===== src/rtl/alu_arbiter.sv =====
// Two-requester front end for a shared combinational ALU: round-robin grant,
// one operation in flight, registered response held until its owner consumes it.
module alu_arbiter (
  input  logic        clk,
  input  logic        reset,
  input  logic        req0_valid,
  output logic        req0_ready,
  input  logic [31:0] req0_a,
  input  logic [31:0] req0_b,
  input  logic [3:0]  req0_ctrl,
  input  logic        req1_valid,
  output logic        req1_ready,
  input  logic [31:0] req1_a,
  input  logic [31:0] req1_b,
  input  logic [3:0]  req1_ctrl,
  output logic [31:0] alu_a,
  output logic [31:0] alu_b,
  output logic [3:0]  alu_ctrl,
  input  logic [31:0] alu_res,
  input  logic [3:0]  alu_flags,
  output logic        rsp0_valid,
  input  logic        rsp0_ready,
  output logic        rsp1_valid,
  input  logic        rsp1_ready,
  output logic [31:0] rsp_res,
  output logic [3:0]  rsp_flags,
  output logic        rsp_err
);

  typedef enum logic [1:0] {IDLE, EXEC, RESP} state_t;

  state_t      state;
  logic        prio;
  logic        owner;
  logic [31:0] op_a;
  logic [31:0] op_b;
  logic [3:0]  op_ctrl;
  logic        grant_any;
  logic        grant_id;
  logic        legal;
  logic        rsp_done;

  // prio only breaks ties; a lone requester always wins
  always_comb begin
    grant_any = 1'b0;
    grant_id  = 1'b0;
    if (state == IDLE && !reset) begin
      if (req0_valid && req1_valid) begin
        grant_any = 1'b1;
        grant_id  = prio;
      end else if (req0_valid) begin
        grant_any = 1'b1;
        grant_id  = 1'b0;
      end else if (req1_valid) begin
        grant_any = 1'b1;
        grant_id  = 1'b1;
      end
    end
  end

  always_comb begin
    case (op_ctrl)
      4'b0000, 4'b0010, 4'b0100, 4'b0101,
      4'b0110, 4'b0111, 4'b1010: legal = 1'b1;
      default:                   legal = 1'b0;
    endcase
  end

  assign req0_ready = grant_any && !grant_id;
  assign req1_ready = grant_any && grant_id;

  assign alu_a    = (state == EXEC) ? op_a    : 32'd0;
  assign alu_b    = (state == EXEC) ? op_b    : 32'd0;
  assign alu_ctrl = (state == EXEC) ? op_ctrl : 4'd0;

  assign rsp0_valid = (state == RESP) && !owner && !reset;
  assign rsp1_valid = (state == RESP) && owner && !reset;
  assign rsp_done   = owner ? rsp1_ready : rsp0_ready;

  always_ff @(posedge clk) begin
    if (reset) begin
      state     <= IDLE;
      prio      <= 1'b0;
      owner     <= 1'b0;
      op_a      <= 32'd0;
      op_b      <= 32'd0;
      op_ctrl   <= 4'd0;
      rsp_res   <= 32'd0;
      rsp_flags <= 4'd0;
      rsp_err   <= 1'b0;
    end else begin
      case (state)
        IDLE: begin
          if (grant_any) begin
            op_a    <= grant_id ? req1_a    : req0_a;
            op_b    <= grant_id ? req1_b    : req0_b;
            op_ctrl <= grant_id ? req1_ctrl : req0_ctrl;
            owner   <= grant_id;
            prio    <= ~grant_id;
            state   <= EXEC;
          end
        end
        EXEC: begin
          // illegal opcodes still take the EXEC slot but report a zeroed result
          rsp_res   <= legal ? alu_res   : 32'd0;
          rsp_flags <= legal ? alu_flags : 4'd0;
          rsp_err   <= ~legal;
          state     <= RESP;
        end
        RESP: begin
          if (rsp_done) state <= IDLE;
        end
        default: state <= IDLE;
      endcase
    end
  end

endmodule


===== config.mk =====
export PLATFORM = sky130hd
export DESIGN_NAME = alu_arbiter
export DESIGN_NICKNAME = d
export VERILOG_FILES = /design/src/rtl/alu_arbiter.sv
export SDC_FILE = /design/constraint.sdc
export NUM_CORES = 1
export LEC_CHECK = 0
export CORE_MARGIN = 2
export CORE_UTILIZATION = 40
export CTS_BUF_LIST = sky130_fd_sc_hd__clkbuf_2 sky130_fd_sc_hd__clkbuf_4 sky130_fd_sc_hd__clkbuf_8
export CTS_CLUSTER_DIAMETER = 120
export DETAILED_ROUTE_END_ITERATION = 7
export PLACE_DENSITY = 0.9
export RECOVER_POWER = 50
export SKIP_CTS_REPAIR_TIMING = 1
export SYNTH_ARGS = -nofsm -noshare
export SYNTH_HDL_FRONTEND = slang
export SYNTH_SLANG_ARGS = --single-unit

===== constraint.sdc =====
create_clock -name clk -period 1.9 [get_ports clk]
set_input_delay 0.38 -clock clk [delete_from_list [all_inputs] [get_ports clk]]
set_output_delay 0.38 -clock clk [all_outputs]
set_load 0.01 [all_outputs]

Yosys cells after proc, flatten, opt, wreduce, memory -nomap -nowiden
Cells that the tools add are included.
Cells by class
  multiplexer cells: 20
  bitwise logic cells: 2
  reduce and logical (&&, ||, !) cells: 16
  equality and inequality tests: 10
Operator list (count)
  2-to-1 mux 32 bit: 5
  == test 4 x 3 -> 1 bit, second input constant: 4
  2-to-1 mux 4 bit: 3
  2-to-1 mux 1 bit: 9
  logical AND 1 bit: 8
  OR reduction 7 bit: 1
  case mux 2 bit (3 select lines): 1
  == test 4 x 2 -> 1 bit, second input constant: 1
  == test 4 bit, second input constant: 1
  logical NOT 4 bit: 1
  2-to-1 mux 2 bit: 2
  inequality test 2 bit, second input constant: 2
  AND reduction 2 bit: 2
  logical NOT 1 bit: 3
  == test 2 x 1 -> 1 bit, second input constant: 1
  == test 2 bit, second input constant: 1
  logical NOT 2 bit: 1
  NOT 1 bit: 2
Word-level totals
  bits in registers: 109
  output and inout bits: 109
  bits of input ports: 178
  word-level logic and storage cells: 57

Longest topological paths before layout
  word-level depth: 6
  mapped depth: 6

Worst setup path before layout
No wires, ideal clock.
  path kind: reg2out
  start: reg state[0]
  end: out alu_a[15]
  path buffers: 3
  data arrival time: 1.321 ns
  path slack: 0.199 ns
  stages on the path, launching flop included: 6
  cells stage by stage: dfxtp_1 > or2b_1 > clkbuf_1 > buf_2 > buf_1 > nor2_1
Between the ends
  word-level cells in the longest chain between the ends: 2
RTL lines
  start, declared: line 32  | state_t state;
  start signal, assigned: line 82  | state <= IDLE;
  start signal, assigned: line 100  | state <= EXEC;
  start signal, assigned: line 108  | state <= RESP;
  == test 2 x 1 -> 1 bit: line 72  | assign alu_a = (state == EXEC) ? op_a : 32'd0;
  2-to-1 mux 32 bit: line 72
  end, declared: line 16  | output logic [31:0] alu_a,
No other way between the ends.

Worst setup path in the final report
  start: reg state[1]
  end: out alu_a[18]
The elaborated chain is that of the path after synthesis.

==> qor.txt <==
Status - complete, no violations
Max Fclk - 527 MHz
Reg2reg path depth - 6
Area leader, netlist - dfxtp_1
Synth Cell Area - 5120 sq um
Final Skew - 8.59 ps
ANT cells - 0
Finish-stage setup viols - 0
CTS tree - built
Fraction of registers with async set/reset - 0
Count leader, synth - dfxtp_1
Clock Latency Late Sink - 370 ps
Post-synthesis adder-cell area fraction - 0
Antenna violations before repair - 0
Primary FF master, synth - dfxtp_1
Worst slack, placed - -267 ps
Final-report hold violation count - 0
Clock root buffer - clkbuf_8
Period utilization - 0.999
Xor-xnor portion of the synthesized cell area - 0
Leakage - 3.32 nW
CP max stage cell - dfxtp_2
DRT Pass-1 Iters - 5
Crit-path leading delay family - simple AND/OR/NAND/NOR gates
EDFF count, synth - 0
Sequential area share after synthesis - 0.426
Nets@finish - 1029
Top cells by area, synth - dfxtp_1, a221o_1, a211oi_1, o2111ai_1, nor2_1
Area Overhead vs Synth - 60.2%
Mux cell area share after synthesis - 0.00195
Hold WC Path Type - input port to flop
Placed insts - 1011
Critical path, cell by cell - or2b_4, buf_12, nor2_1, clkbuf_2
RSZ-0062 raised after global routing - yes
H-tree Lvls - 3
Die ar. - 13700 sq um
Tot GR Track Use - 0.250
Global route overflow - 0
Vias per cell - 5.64
Synth warnings - 0
CP Depth - 4
Die extent in y - 117 um
Peak supply drop - 0.000386 V
Largest family of logic cells by synthesized area - compound AO/OA/AOI/OAI gates
Final instance area - 8210 sq um
Global-route wire length before repair - 27.0 mm
Die Wd - 117 um
Share of layout cells above drive strength 1 - 0.137
Syn_nets - 780
Rows - 41
Final HPWL from detailed placement - 13.0 mm
Io pins - 287
Final non-filler cell total - 1028
Final max-slew violation count - 0
Remaining antenna violation count - 0
Average cell area after synthesis - 8.51 sq um
Max cap viols - 0
Final setup TNS - 0 ps
Post-synth cell types - 34
CP endpoint kind - primary output
Fin crit period - 1900 ps
Vias in the first global route - 5213
Post-synthesis simple-gate area fraction - 0.100
Hold slack - 365 ps
Synth Area in Compound Gates - 0.353
Worst path arrival time - 1520 ps
Initial Utilization - 0.408
Reg clk slew, reported paths - 100 ps
Maximum clock path buffer count - 2
Worst rel slew slack - 0.548
Clock Sink Count - 109
Top-area cell type share of the netlist area - 0.426
Critical Path Max Stage Delay - 350 ps
Initial DRC count - 520
Core Footprint - 12600 sq um
Worst path buffer plus inverter count - 2
Worst Max-Slew Pin Slew - 677 ps
Clock buffer count from CTS - 9
Post-synth top cells - dfxtp_1, nor2_1, inv_1
Crit path max fanout - 46
Layout Utilization - 0.653
Setup ws final - 2.29 ps
PD cells - 694 nW/um^2
CP required - 1520 ps
Kind of critical path - flop to primary output
CP startpoint kind - flop
Routed len/inst - 18.2 um
Largest net degree at the start of global routing - 58
# DRC - 0
Syn Inst Count - 602
Aggregate routed wire length - 18.7 mm
Seq cells post-synth - 109
Total power - 5.70 mW
Vias - 5803
Worst hold stages - 3
Area after DPL - 8140 sq um
Gpl congestion - 0.838
I/O Buffers - 286
## cell type report
| class | instances | area (sq um) |
|---|---|---|
| fill | 1074 | 4360 |
| inverter | 69 | 259 |
| clock inverter | 5 | 75.1 |
| timing repair buffer | 313 | 2940 |
| sequential | 109 | 2180 |
| tap | 172 | 215 |
| clock buffer | 11 | 139 |
| multi-input combinational | 349 | 2400 |
## cells in the final DEF, fill, tap and decap left out, types with 2 or more instances in the layout
cell type | Yosys | layout
buf_2 | 15 | 6
o311ai_0 | 12 | 12
buf_12 | 0 | 6
dfxtp_1 | 109 | 108
nand2b_1 | 2 | 2
nor2_4 | 0 | 2
a221o_1 | 56 | 56
nor2_1 | 70 | 58
inv_1 | 69 | 69
buf_4 | 1 | 21
bufinv_16 | 0 | 2
clkdlybuf4s50_1 | 0 | 213
clkinv_2 | 0 | 3
nand2_1 | 37 | 37
a211oi_1 | 56 | 56
nor2_2 | 0 | 10
clkbuf_2 | 0 | 45
dlymetal6s2s_1 | 0 | 21
o2111ai_1 | 36 | 36
clkbuf_4 | 0 | 2
a31oi_1 | 12 | 12
and3_4 | 1 | 2
a21oi_1 | 38 | 38
clkbuf_8 | 0 | 9
o32ai_1 | 12 | 12
## worst reg2reg max path, cell delays in order, from the launching register on
cell,delay [ps]
dfxtp_1,320
buf_4,140
nor3_4,150
buf_4,150
buf_4,230
and2_1,470
o32ai_1,140
## sequential cells by signal, indices dropped and copies added, names as in the netlist
signal and flops:
rsp_err 1, op_ctrl 4, rsp_res 32, op_b 32
owner 1, op_a 32, state 2, prio 1
rsp_flags 4
## power breakdown
| group | internal [mW] | switching, mW | total [mW] |
|---|---|---|---|
| Sequential | 2.50 | 0.0753 | 2.57 |
| Combinational | 0.795 | 0.783 | 1.58 |
| Clock | 0.767 | 0.783 | 1.55 |
## path summary, 6_finish.rpt
kind	startpoint	to	slack (ps)
setup reg to reg	state[0]$_SDFFE_PP0P_	op_a[25]$_SDFFE_PP0P_	200
hold / removal	reset	state[1]$_SDFFE_PP0P_	370
setup / recovery	state[1]$_SDFFE_PP0P_	alu_a[18]	2
hold reg to reg	rsp_res[18]$_SDFFE_PP0N_	rsp_res[18]$_SDFFE_PP0N_	460
## per-layer routing
layer | global-route usage | up-vias | wire length (um) | part of all wire
met5 | 0 | - | 0 | 0
met4 | 0.0980 | 0 | 523 | 0.028
met3 | 0.0582 | 44 | 1430 | 0.076
met2 | 0.419 | 287 | 9320 | 0.50
met1 | 0.311 | 2753 | 7400 | 0.40
li1 | - | 2719 | - | -
## logic make-up (layout without fill, tap and decap cells)
logic type,count (synthesis),count (layout)
AOI/OAI and AO/OA,227,227
muxes,1,1
buffers and inverters,144,398
and+or+nand+nor,121,121
DFF,109,109
No activity file was read; power rests on OpenSTA's default activity.
==> edit 1 (same flow settings) <==
Make the reset (`reset`) asynchronous in one clocked block.
--- a/src/rtl/alu_arbiter.sv
+++ b/src/rtl/alu_arbiter.sv
@@ -78,5 +78,5 @@
   assign rsp_done   = owner ? rsp1_ready : rsp0_ready;
 
-  always_ff @(posedge clk) begin
+  always_ff @(posedge clk or posedge reset) begin
     if (reset) begin
       state     <= IDLE;
Check against the original RTL: differs if reset is asserted again (counterexample within 4 cycles, from zero or initial values and one cycle with reset high); with reset held inactive, the same outputs for 4 cycles.
==> edit 1 against the original RTL <==
  * Sequential cell count did not move
  * Setup slack got worse by 0.18 ns
  * Design area increased by 4.4%
  * First-iteration DRC count decreased by 30%
  * The flow now finishes with violations (setup timing)
  * Wire length is 1.1% lower
  * Synthesized area grew 1.1%
  * Largest cell class unchanged
Power is not compared: it rests on default switching activity, and its combinational part moved more than twofold at a synthesized area within 25%.
==> edit 1: results (changes against the original RTL) <==
stage,metric,value,unit,change
placement,place_hpwl,12.7,mm,-2.5%
cells_and_area,fillerInstances,928,,-14%
power,comb_power,4.83,mW,
sta,hold_slack,0.511,ns,+0.146 ns
clocking,cts_buffers,9,,unchanged
synth,synth_xor_area_frac,0,,unchanged
synth,yosys-top-cells-area,"dfrtp_1, a221o_1, and2_1",,
setup_path,r2r_slack,-0.02,ns,-0.22 ns
route,wl,18.5,mm,-1.1%
placement,globalplace.congestion,0.925,,+10%
setup_path,critPathMaxStageDelay,0.45,ns,+0.10 ns
setup_path,cp_max_fo,5,,-89%
synth,synth_compound_area_frac,0.200,,-0.153
setup_path,r2r_cells,5,,-1
cells_and_area,drive_above_1_share,0.210,,+0.0731
sta,slew_headroom,0.289,,-0.259
synth,yosys_warnings,0,,unchanged
sta,finalSetupViolCount,98,,+98
placement,place_ws,-0.545,ns,-0.278 ns
status,failed_checks,setup timing,,
min_path,hp-start,op_a[1],,
synth,synth_common_cells,"dfrtp_1, nand2_1, a221o_1",,
setup_path,r2r_start,state[1],,
synth,ys_async_sr_fraction,1.00,,+1.00
placement,port_buffers,286,,unchanged
setup_path,r2r_end,op_a[17],,
min_path,min_to,op_a[1],,
sta,setup_tns,-9.66,ns,-9.66 ns
cells_and_area,finalNetCount,950,,-7.7%
setup_path,worstPathArrival,1.70,ns,+0.18 ns
sta,fin_ws,-0.177,ns,-0.179 ns
global_route,grt_pass1_vias,5317,,+2.0%
global_route,grt_first_pass_wirelength,28.3,mm,+4.8%
setup_path,crit_slowest_cell,dfrtp_2,,
clocking,clkTransAtPathRegs,0.11,ns,
clocking,htree_levels,3,,unchanged
synth,seq_area_frac_synth,0.526,,+0.101
global_route,grt_max_degree,69,,+19%
route,drt_iter0_drc,362,,-30%
synth,synthMuxAreaShare,0.00193,,-0.0000217
sta,fin_skew,0.0188,ns,+0.0102 ns
power,switching_power,3.56,mW,
min_path,min_path_type,reg2reg,,
synth,syn_nets,673,,-14%
global_route,grt_util_all_layers,0.253,,+0.00313
synth,synth.distinct_cells,25,,-26%
min_path,hold_depth,1,,-2
setup_path,endpoint,req1_ready,,
route,vias_per_cell,5.53,,-2.0%
synth,synthFlopType,dfrtp_1,,
route,firstDrtPassIters,7,,+2
status,outcome,finished with violations,,
floorplanning,core,12600,µm²,+0.41%
==> edit 1: per-layer routing <==
layer / track usage / routed length [µm]
met3: 0.0640 / 1400
met4: 0.111 / 703
met1: 0.303 / 7170
met2: 0.431 / 9170
met5: 0 / 0
==> edit 1: stage by stage <==
stage	utilization	power (mW)	std cells	area (µm²)
6_report	0.679	10.4	949	8570
5_1_grt	0.679	10.9	949	8570
4_1_cts	0.678	10.2	941	8550
3_5_place_dp	0.660	8.55	925	8330
3_3_place_gp	0.660	8.38	925	8330
2_1_floorplan	-	6.22	495	5190
==> edit 1: final cells by class <==
cell class / instances / area [µm²] / share of cell area
repair buffers: 319 / 3060 / 0.357
flip-flops and latches: 109 / 2730 / 0.318
multi-input cells: 328 / 2320 / 0.271
well taps: 172 / 215 / 0.0251
clock buffers: 9 / 124 / 0.0145
clock inverters: 7 / 96.3 / 0.0112
inverters: 5 / 22.5 / 0.00263
==> edit 2 (same settings) <==
Without the edit above. The 3 states of `state_t` get a one-hot encoding in 3 bits.
--- a/src/rtl/alu_arbiter.sv
+++ b/src/rtl/alu_arbiter.sv
@@ -28,5 +28,5 @@
 );
 
-  typedef enum logic [1:0] {IDLE, EXEC, RESP} state_t;
+  typedef enum logic [2:0] {IDLE = 3'b001, EXEC = 3'b010, RESP = 3'b100} state_t;
 
   state_t      state;
Check against the original RTL: same outputs for any inputs over 4 cycles, from zero or initial values and one cycle with reset high; so few cycles prove little.
==> edit 2 against the original RTL <==
  * The run now ends with setup timing left
  * Sequential cell count up 1
  * Clock skew up 0.011 ns
  * Count of clock-buffer cells in the layout down 2
  * Die area down 9.0%
  * Combinational power down 3%
  * Design area up 5.9%
  * Total power up 0.71%
  * Synthesized area down 9.3%
  * Fmax down 15%
  * First-iteration DRC count up 5.0%
  * Wire length up 6.3%
  * Setup slack worse by 0.33 ns
  * Critical path type unchanged
  * Largest cell class unchanged
==> edit 2: results (changes against the original RTL) <==
stage,metric,value,unit,change
route,wl,19.8,mm,+6.3%
setup_path,worstPathArrival,1.85,ns,+0.33 ns
route,drt-met1-wl,7.65,mm,+3.4%
placement,place_hpwl,12.2,mm,-6.5%
global_route,use_met3,0.0659,,+0.00768
cells_and_area,drive_above_1_share,0.271,,+0.134
placement,place_ws,-0.813,ns,-0.546 ns
setup_path,crit_family,buffers and inverters,,
global_route,grt_pass1_vias,5050,,-3.1%
synth,yosys-top-cells-area,"dfxtp_1, a221o_1, and2_1",,
route,avgRoutedWirePerCell,20.9,µm,+15%
global_route,grt_max_degree,70,,+21%
synth,seq_area_frac_synth,0.474,,+0.0478
sta,fin_skew,0.0195,ns,+0.0109 ns
power,swShare,0.288,,about the same
global_route,antenna_found_initial,0,,unchanged
route,route.met3.wl,1.74,mm,+22%
power,pwr-share-clk,0.260,,-0.012
route,vias_per_cell,5.67,,+0.42%
sta,fin_ws,-0.329,ns,-0.332 ns
cells_and_area,finalNetCount,977,,-5.1%
cells_and_area,reg_top3,"op_a: 32 flops, op_b: 32 flops, rsp_res: 32 flops",,
sta,slew_headroom,0.623,,+0.0747
synth,synth_common_cells,"dfxtp_1, a221o_1, and2_1, nand2_1, nor3_1",,
sta,finalSetupViolCount,135,,+135
power,p_clk,1.49,mW,-4%
synth,synthMuxAreaShare,0.00242,,+0.000469
status,failed_checks,setup timing,,
power,comb_power,1.53,mW,-3%
placement,globalplace.congestion,0.884,,+5.4%
placement,place_area,7720,µm²,-5.1%
power,ir_drop,0.489,mV,+26%
power,leakage,3.63,nW,+9.5%
synth,synth_compound_area_frac,0.228,,-0.125
status,outcome,finished with violations,,
global_route,met1_usage,0.304,,-0.00652
route,drt_iter0_drc,546,,+5.0%
placement,dp.cells,897,,-11%
sta,setup_tns,-21.26,ns,-21.26 ns
synth,avgSynthCellArea,9.32,µm²,+9.4%
-- edit 2: changes by cell type after synthesis, sizes merged, moves of 38 or more --
cell and delta:
a211oi -55, a21oi -38, nor2 -63, nor3 +67, inv -68, and2 +67
-- edit 2: final timing paths --
| kind | start | endpoint | slack [ns] | depth (start not counted) |
|---|---|---|---|---|
| max | state[2] | alu_b[0] | -0.33 | 9 |
| min | reset | state[2] | 0.44 | 3 |
| max reg2reg | state[2] | op_ctrl[0] | -0.14 | 6 |
| min reg2reg | rsp_res[9] | rsp_res[9] | 0.49 | 1 |
-- edit 2: worst register-to-register path, cell delays in order (launching register included) --
cell,delay (ns)
dfxtp_2,0.35
buf_4,0.13
or4b_4,0.54
buf_6,0.15
o21ba_4,0.27
clkbuf_16,0.19
a221o_1,0.30
-- edit 2: area by class of cell --
cell class	instances	area [µm²]
clock buffers	9	124
inverters	1	3.75
clock inverters	7	80.1
well taps	143	179
flip-flops and latches	110	2210
fillers	750	2670
repair buffers	342	3640
multi-input cells	335	2460
